--- config.mk ---
export PLATFORM = sky130hd
export DESIGN_NAME = ltc2324_rd
export DESIGN_NICKNAME = d
export VERILOG_FILES = /design/src/rtl/ltc2324_rd.sv
export SDC_FILE = /design/constraint.sdc
export NUM_CORES = 1
export LEC_CHECK = 0
export ABC_CLOCK_PERIOD_IN_PS = 2380
export CAP_MARGIN = 20
export CELL_PAD_IN_SITES_DETAIL_PLACEMENT = 0
export CELL_PAD_IN_SITES_GLOBAL_PLACEMENT = 1
export CORE_MARGIN = 2
export CORE_UTILIZATION = 46
export DETAILED_ROUTE_END_ITERATION = 8
export GPL_TIMING_DRIVEN = 0
export HOLD_SLACK_MARGIN = 0.15
export PLACE_DENSITY = 0.76
export SYNTH_ARGS = -nofsm -noshare
export SYNTH_HDL_FRONTEND = slang
export SYNTH_SLANG_ARGS = --single-unit
export TNS_END_PERCENT = 10
--- constraint.sdc ---
create_clock -name clk_10m -period 2.38 [get_ports clk_10m]
set_input_delay 0.476 -clock clk_10m [delete_from_list [all_inputs] [get_ports clk_10m]]
set_output_delay 0.476 -clock clk_10m [all_outputs]
set_load 0.01 [all_outputs]
--- src/rtl/ltc2324_rd.sv ---
// ltc2324_rd: LTC2324 four-lane serial readout; waits out conversion after sync falls, clocks NBITS SCK pulses, publishes four words.
module ltc2324_rd #(
  parameter int NBITS    = 16,
  parameter int WAIT_CYC = 8
) (
  input  logic             clk_10m,
  input  logic             rst_n,
  input  logic             sync,
  input  logic [3:0]       sdo,
  output logic             sck,
  output logic [NBITS-1:0] ch0_data,
  output logic [NBITS-1:0] ch1_data,
  output logic [NBITS-1:0] ch2_data,
  output logic [NBITS-1:0] ch3_data,
  output logic             data_valid,
  output logic             busy,
  output logic             overrun
);
  localparam int CW = $clog2(WAIT_CYC + 1);
  localparam int BW = $clog2(NBITS + 1);

  typedef enum logic [1:0] {S_IDLE, S_WAIT, S_SHIFT, S_DONE} state_t;

  state_t           state_q, state_d;
  logic [CW-1:0]    cnt_q, cnt_d;
  logic [BW-1:0]    bit_q, bit_d;
  logic             ph_q, ph_d;
  logic             sck_q, sck_d;
  logic             sync_dly_q, sync_dly_d;
  logic             dv_q, dv_d;
  logic             ovr_q, ovr_d;
  logic [NBITS-1:0] sr_q [4];
  logic [NBITS-1:0] sr_d [4];
  logic [NBITS-1:0] ch_q [4];
  logic [NBITS-1:0] ch_d [4];
  logic             fall, rise;

  assign fall = sync_dly_q & ~sync;
  assign rise = ~sync_dly_q & sync;

  // sck is registered from the upcoming phase so it rises on the cycle SHIFT begins
  always_comb begin
    state_d    = state_q;
    cnt_d      = cnt_q;
    bit_d      = bit_q;
    ph_d       = ph_q;
    sck_d      = 1'b0;
    sync_dly_d = sync;
    dv_d       = 1'b0;
    ovr_d      = ovr_q;
    sr_d       = sr_q;
    ch_d       = ch_q;
    if (rise && (state_q == S_WAIT || state_q == S_SHIFT)) begin
      state_d = S_IDLE;
      ovr_d   = 1'b1;
    end else begin
      case (state_q)
        S_IDLE: if (fall) begin
          state_d = S_WAIT;
          cnt_d   = '0;
        end
        S_WAIT: if (cnt_q == CW'(WAIT_CYC - 1)) begin
          state_d = S_SHIFT;
          bit_d   = '0;
          ph_d    = 1'b0;
          sck_d   = 1'b1;
        end else begin
          cnt_d = cnt_q + CW'(1);
        end
        S_SHIFT: if (!ph_q) begin
          ph_d = 1'b1;
          for (int i = 0; i < 4; i++) sr_d[i] = {sr_q[i][NBITS-2:0], sdo[i]};
        end else if (bit_q == BW'(NBITS - 1)) begin
          state_d = S_DONE;
        end else begin
          bit_d = bit_q + BW'(1);
          ph_d  = 1'b0;
          sck_d = 1'b1;
        end
        default: begin
          state_d = S_IDLE;
          ch_d    = sr_q;
          dv_d    = 1'b1;
        end
      endcase
    end
  end

  always_ff @(posedge clk_10m or negedge rst_n) begin
    if (!rst_n) begin
      state_q    <= S_IDLE;
      cnt_q      <= '0;
      bit_q      <= '0;
      ph_q       <= 1'b0;
      sck_q      <= 1'b0;
      sync_dly_q <= 1'b0;
      dv_q       <= 1'b0;
      ovr_q      <= 1'b0;
      sr_q       <= '{default: '0};
      ch_q       <= '{default: '0};
    end else begin
      state_q    <= state_d;
      cnt_q      <= cnt_d;
      bit_q      <= bit_d;
      ph_q       <= ph_d;
      sck_q      <= sck_d;
      sync_dly_q <= sync_dly_d;
      dv_q       <= dv_d;
      ovr_q      <= ovr_d;
      sr_q       <= sr_d;
      ch_q       <= ch_d;
    end
  end

  assign sck        = sck_q;
  assign ch0_data   = ch_q[0];
  assign ch1_data   = ch_q[1];
  assign ch2_data   = ch_q[2];
  assign ch3_data   = ch_q[3];
  assign data_valid = dv_q;
  assign busy       = (state_q == S_WAIT) || (state_q == S_SHIFT);
  assign overrun    = ovr_q;
endmodule
Word level (Yosys, flattened, before mapping):

Index checks and enable logic that the tools add are counted.
Widths: inputs -> output; s select.

* flip-flop bits (word level): 144
* input port bits: 7
* output and inout bits: 68

* mux-type cells: 24
* reduce and logical (&&, ||, !) cells: 12
* $add $sub $neg: 2
* eq/ne operators: 13
* bitwise operators: 7

Operator list (count)
* $mux 5: 3
* $ne 3x3->1 const B: 4
* $mux 2: 5
* $ne 2x2->1 const B: 5
* $pmux 5 s2: 1
* $mux 1: 9
* $mux 4: 2
* $pmux 4 s2: 1
* $reduce_and 4->1: 2
* $pmux 2 s3: 1
* $reduce_and 3->1: 2
* $add 5x1->5 const B: 1
* $eq 5x4->1 const B: 1
* $not 1->1: 5
* $reduce_and 5->1: 1
* $add 4x1->4 const B: 1
* $eq 4x3->1 const B: 1
* $pmux 1 s2: 2
* $reduce_bool 2->1: 2
* $reduce_or 3->1: 1
* $and 1x1->1: 2
* $eq 2x1->1 const B: 1
* $eq 2x2->1 const B: 1
* $logic_not 2->1: 1
* 3 further kinds: 3

Logic depth before layout (Yosys ltp):

* depth in word-level cells: 5
* mapped depth: 7
* mapped depth without buffers: 7

Least setup slack after synthesis:

Ideal clock, no wire load.

* path type: register to register
* from: reg state_q[0]
* to: reg sr_q[0] (netlist name)
* buffers on the path: 2
* data required time: 2255 ps
* cell stages (with the launch flop): 8
* path slack: 553 ps
* arrival time: 1703 ps
* cells stage by stage: dfrtp_1 inv_1 ha_1 nand3b_1 nand3b_1 buf_4 buf_6 mux2_2

* longest elaborated chain between the ends: 5

Ends and longest elaborated chain
* start: declaration: RTL line 24 `state_t state_q, state_d;`
* start signal: assignment: RTL line 102 `state_q <= state_d;`
* $eq 2x1->1 / $eq 2x2->1 (equally long branches)
* $logic_or 1x1->1 *
* via busy: RTL line 16 `output logic busy,`
* $logic_and 1x1->1 *: RTL line 53 `if (rise && (state_q == S_WAIT || state_q == S_SHIFT)) begin`
* $not 1->1 (no source line) *
* $reduce_and 3->1 (no source line) *
* end signal: assignment: RTL line 110 `sr_q <= sr_d;`
* end: declaration: RTL line 32 `logic [NBITS-1:0] sr_q [4];`

Mark *: on every way through the listed nets, which the timed path passes. The rest lies on a longest branch.
A chain may end at the register's enable or synchronous reset.

Worst setup path after layout:

* from: reg state_q[1]
* to: reg sr_q[31] (netlist name)

* longest elaborated chain between the ends: 5

Ends and longest elaborated chain (RTL line)
* $eq 2x1->1 / $eq 2x2->1 (equally long branches): 53, 57
* $logic_or 1x1->1: 53
* $logic_and 1x1->1: 53
* $not 1->1 (no source line)
* $reduce_and 3->1 (no source line) *

Every way passes the cells marked *; elsewhere a longest branch is shown, timed or not.

==> results by group <==
Synthesis
  – Syn_nets: 376
  – Post-synth EDFFs: 0
  – Synth Instances: between 300 and 400
  – Post-synth top cells: dfrtp_1 (144), mux2_2 (128), nand2_1 (10)
  – Mapped Area: 5665 sq um
  – Leading area contributor after synthesis: dfrtp_1
  – Yosys cell types: 31
  – Sequential area share after synthesis: 0.6360
  – Synth area leaders: dfrtp_1 (64%), mux2_2 (25%), ha_1 (1.5%), buf_6 (1.2%), nand2_1 (0.66%)
  – Synth warnings: 0
  – Synth Register Bits: about 140
  – Yosys top cell area share: 0.6360
  – Fraction of registers with async set/reset: 1.000
  – Mean Syn Cell Area: around 16 sq um
  – Count leader, synth: dfrtp_1
  – Synth Flop Type: dfrtp_1

Global routing
  – Initial antenna violation count: 0
  – Vias in the first global route: between 3000 and 4000
  – GRT Total Usage: 0.1637
  – GRT overflow: 0
  – First-pass GRT wire length: ~17 mm
  – Largest net degree at the start of global routing: 75

Floorplanning
  – Die area: roughly 13000 sq um
  – Site row count: 40
  – Starting Density: 0.4717
  – Core Region: about 12000 sq um
  – DIE HEIGHT: 115.0 um
  – Die Wd: 115.0 um
  – I/O pins: 75

CTS
  – CTS tree: built
  – Setup bufs post-CTS: 0
  – H-tree depth: 4
  – Clock Latency Late Sink: ~0.41 ns
  – Root Buffer: clkbuf_16
  – Number of CTS-inserted buffers: 17
  – CTS max path bufs: 2
  – Clock transition at path regs: around 0.050 ns
  – Clk sinks: approximately 140

Route
  – DRT antenna net count: 0
  – Total vias in the final route: roughly 3200
  – Vias/cell: ~5.3
  – TritonRoute pass-1 iters: 4
  – Routed wire per std cell: between 15 and 20 um
  – WL final: roughly 10 mm
  – Iter 0 DRT Violations: 123
  – # DRC: 0

Placement
  – RePlAce Congestion: approximately 0.79
  – Number of I/O port buffers: 74
  – Dpl hpwl: 6.577 mm

Final layout
  – Synthesis-to-finish area growth: 27.98%
  – Final nets: roughly 470
  – Fraction of layout cells with a size suffix above 1: 0.3809
  – Fill cells: about 1000
  – Util after Layout: 0.6036
  – Ant. Diodes: 0

Worst setup path
  – Critical path fanouts, max: 10
  – Setup CP Type: reg -> reg
  – Max stage delay on crit path: 0.39 ns
  – Critical Path RT: about 2.7 ns
  – CP Data Arrival Time: ~2.3 ns
  – Buf+Inv Stages, Crit Path: 3
  – Critical-path top delay cell: dfrtp_1
  – CP Launch Type: flip-flop
  – Family with the most delay on the worst path: buffers and inverters
  – Cell chain of the critical path: inv_1 > ha_2 > nand3b_1 > nand3b_1 > buf_4 > buf_6 > mux2_2
  – Worst setup EP type: flip-flop
  – Critical Path Most Common Cell: nand3b_1

STA
  – Fin crit period: approximately 2.0 ns
  – Worst Skew: between 0.003 and 0.004 ns
  – Setup Viol. Count Final: 0
  – Slew headroom: 0.5643
  – Final Hold Viols: 0
  – Peak Freq: between 0.4 and 0.5 GHz
  – Pins Over Slew Limit: 0
  – Crit share post-route: 0.8566
  – Worst Max-Slew Pin Slew: ~0.65 ns
  – RSZ-0062 raised after global routing: false

Job
  – Max Cap Viol: 0

Pwr
  – Leak: approximately 0.0035 uW
  – Pwr dens: roughly 1200 nW/um^2
  – Peak supply drop: about 0.56 mV
  – Total power: a little under 9000 uW

Outcome
  – Run status: complete, no violations

Min path
  – Worst min-delay path class: reg -> reg
[registers in the layout (all words and copies together) (netlist names)]
name and cells:
sync_dly_q 1, bit_q 5, ch0_data 16, sr_q 64, data_valid 1, cnt_q 4
ch2_data 16, overrun 1, ch1_data 16, sck 1, state_q 2, ch3_data 16
ph_q 1
[layout make-up]
| class | instances | area, sq um | area share |
|---|---|---|---|
| Clock buffer | 22 | 484.2 | 0.06678 |
| Sequential cell | 144 | 3603 | 0.4970 |
| Tap cell | 147 | 183.9 | 0.02537 |
| Buffer | 16 | 116.4 | 0.01605 |
| Clock inverter | 10 | 132.6 | 0.01829 |
| Timing Repair Buffer | 76 | 782.0 | 0.1079 |
| Multi-Input combinational cell | 197 | 1929 | 0.2661 |
| Inverter | 5 | 18.77 | 0.002588 |
[tightest hold or removal path, cell delays in order (launching register included)]
cell     delay, ns
dfrtp_1       0.34
nand2_1       0.04
o21ai_0       0.06
[stage by stage]
| stage | cell area (sq um) | TNS, ns | setup WS (ns) | hold WS, ns | instances |
|---|---|---|---|---|---|
| 2_1_floorplan | 5665 | 0 | 0.5526 | 0.1804 | 362 |
| 3_3_place_gp | 6590 | -690.96 | -4.805 | 0.4573 | 583 |
| 3_5_place_dp | 6619 | 0 | 0.09256 | 0.4709 | 584 |
| 4_1_cts | 7246 | 0 | 0.007085 | 0.4830 | 617 |
| 5_1_grt | 7251 | 0 | 0.2099 | 0.4915 | 617 |
| 6_report | 7251 | 0 | 0.3413 | 0.4796 | 617 |
[logic make-up after synthesis]
family	share of synthesized area
multiplexers	0.2580
AND/OR/NAND/NOR	0.03798
buffers and inverters	0.02385
flip-flops	0.6360
AO/OA/AOI/OAI	0.02871
adder cells (fa/ha/maj)	0.01546
[metal layers]
metal	vias up	routed length [um]	global-route usage
met5	-	0	0
met4	0	209	0.07952
met3	18	529	0.06062
met2	57	4716	0.2443
met1	1664	4368	0.2123
li1	1501	-	-
[worst paths after layout]
check / to / startpoint / cells past startpoint / slack [ns]
min: bit_q[4]$_DFFE_PN0P_ / bit_q[4]$_DFFE_PN0P_ / 2 / 0.48
max in group asynchronous: sr_q[33]$_DFFE_PN0P_ / rst_n / 3 / 0.99
max: sr_q[31]$_DFFE_PN0P_ / state_q[1]$_DFFE_PN0P_ / 7 / 0.34
max reg2reg: sr_q[31]$_DFFE_PN0P_ / state_q[1]$_DFFE_PN0P_ / 7 / 0.34
min in group asynchronous: cnt_q[0]$_DFFE_PN0P_ / rst_n / 2 / 0.62
min reg2reg: bit_q[4]$_DFFE_PN0P_ / bit_q[4]$_DFFE_PN0P_ / 2 / 0.48
[timing repair]
item,4_1_cts,5_1_grt
hold buffers,1,0
endpoints found under the hold margin,70,0
setup endpoints to repair,0,1
gates resized for setup,0,2
[report_power, final]
group	internal [uW]	switching [uW]	leakage, uW	total, uW
combinational	1440	1040	0.00128	2480
sequential	3070	398	0.00192	3470
clock	1750	956	0.000298	2710
[layout by cell type, fill, tap and decap left out, types with 3 or more instances in the layout]
cell / Yosys / final
a21oi_1: 4 / 4
buf_2: 6 / 6
buf_6: 6 / 7
bufinv_16: 0 / 3
clkbuf_1: 3 / 4
clkbuf_16: 0 / 17
clkbuf_8: 0 / 4
clkdlybuf4s50_1: 0 / 72
clkinv_2: 0 / 4
clkinvlp_4: 0 / 3
dfrtp_1: 144 / 144
ha_1: 7 / 6
inv_1: 5 / 5
mux2_2: 128 / 128
nand2_1: 10 / 10
nand2b_1: 4 / 4
nand3_1: 5 / 5
nand3b_1: 3 / 3
nor2_1: 6 / 6
o21ai_0: 7 / 7
o31ai_1: 3 / 3
(Power assumes the default switching activity.)
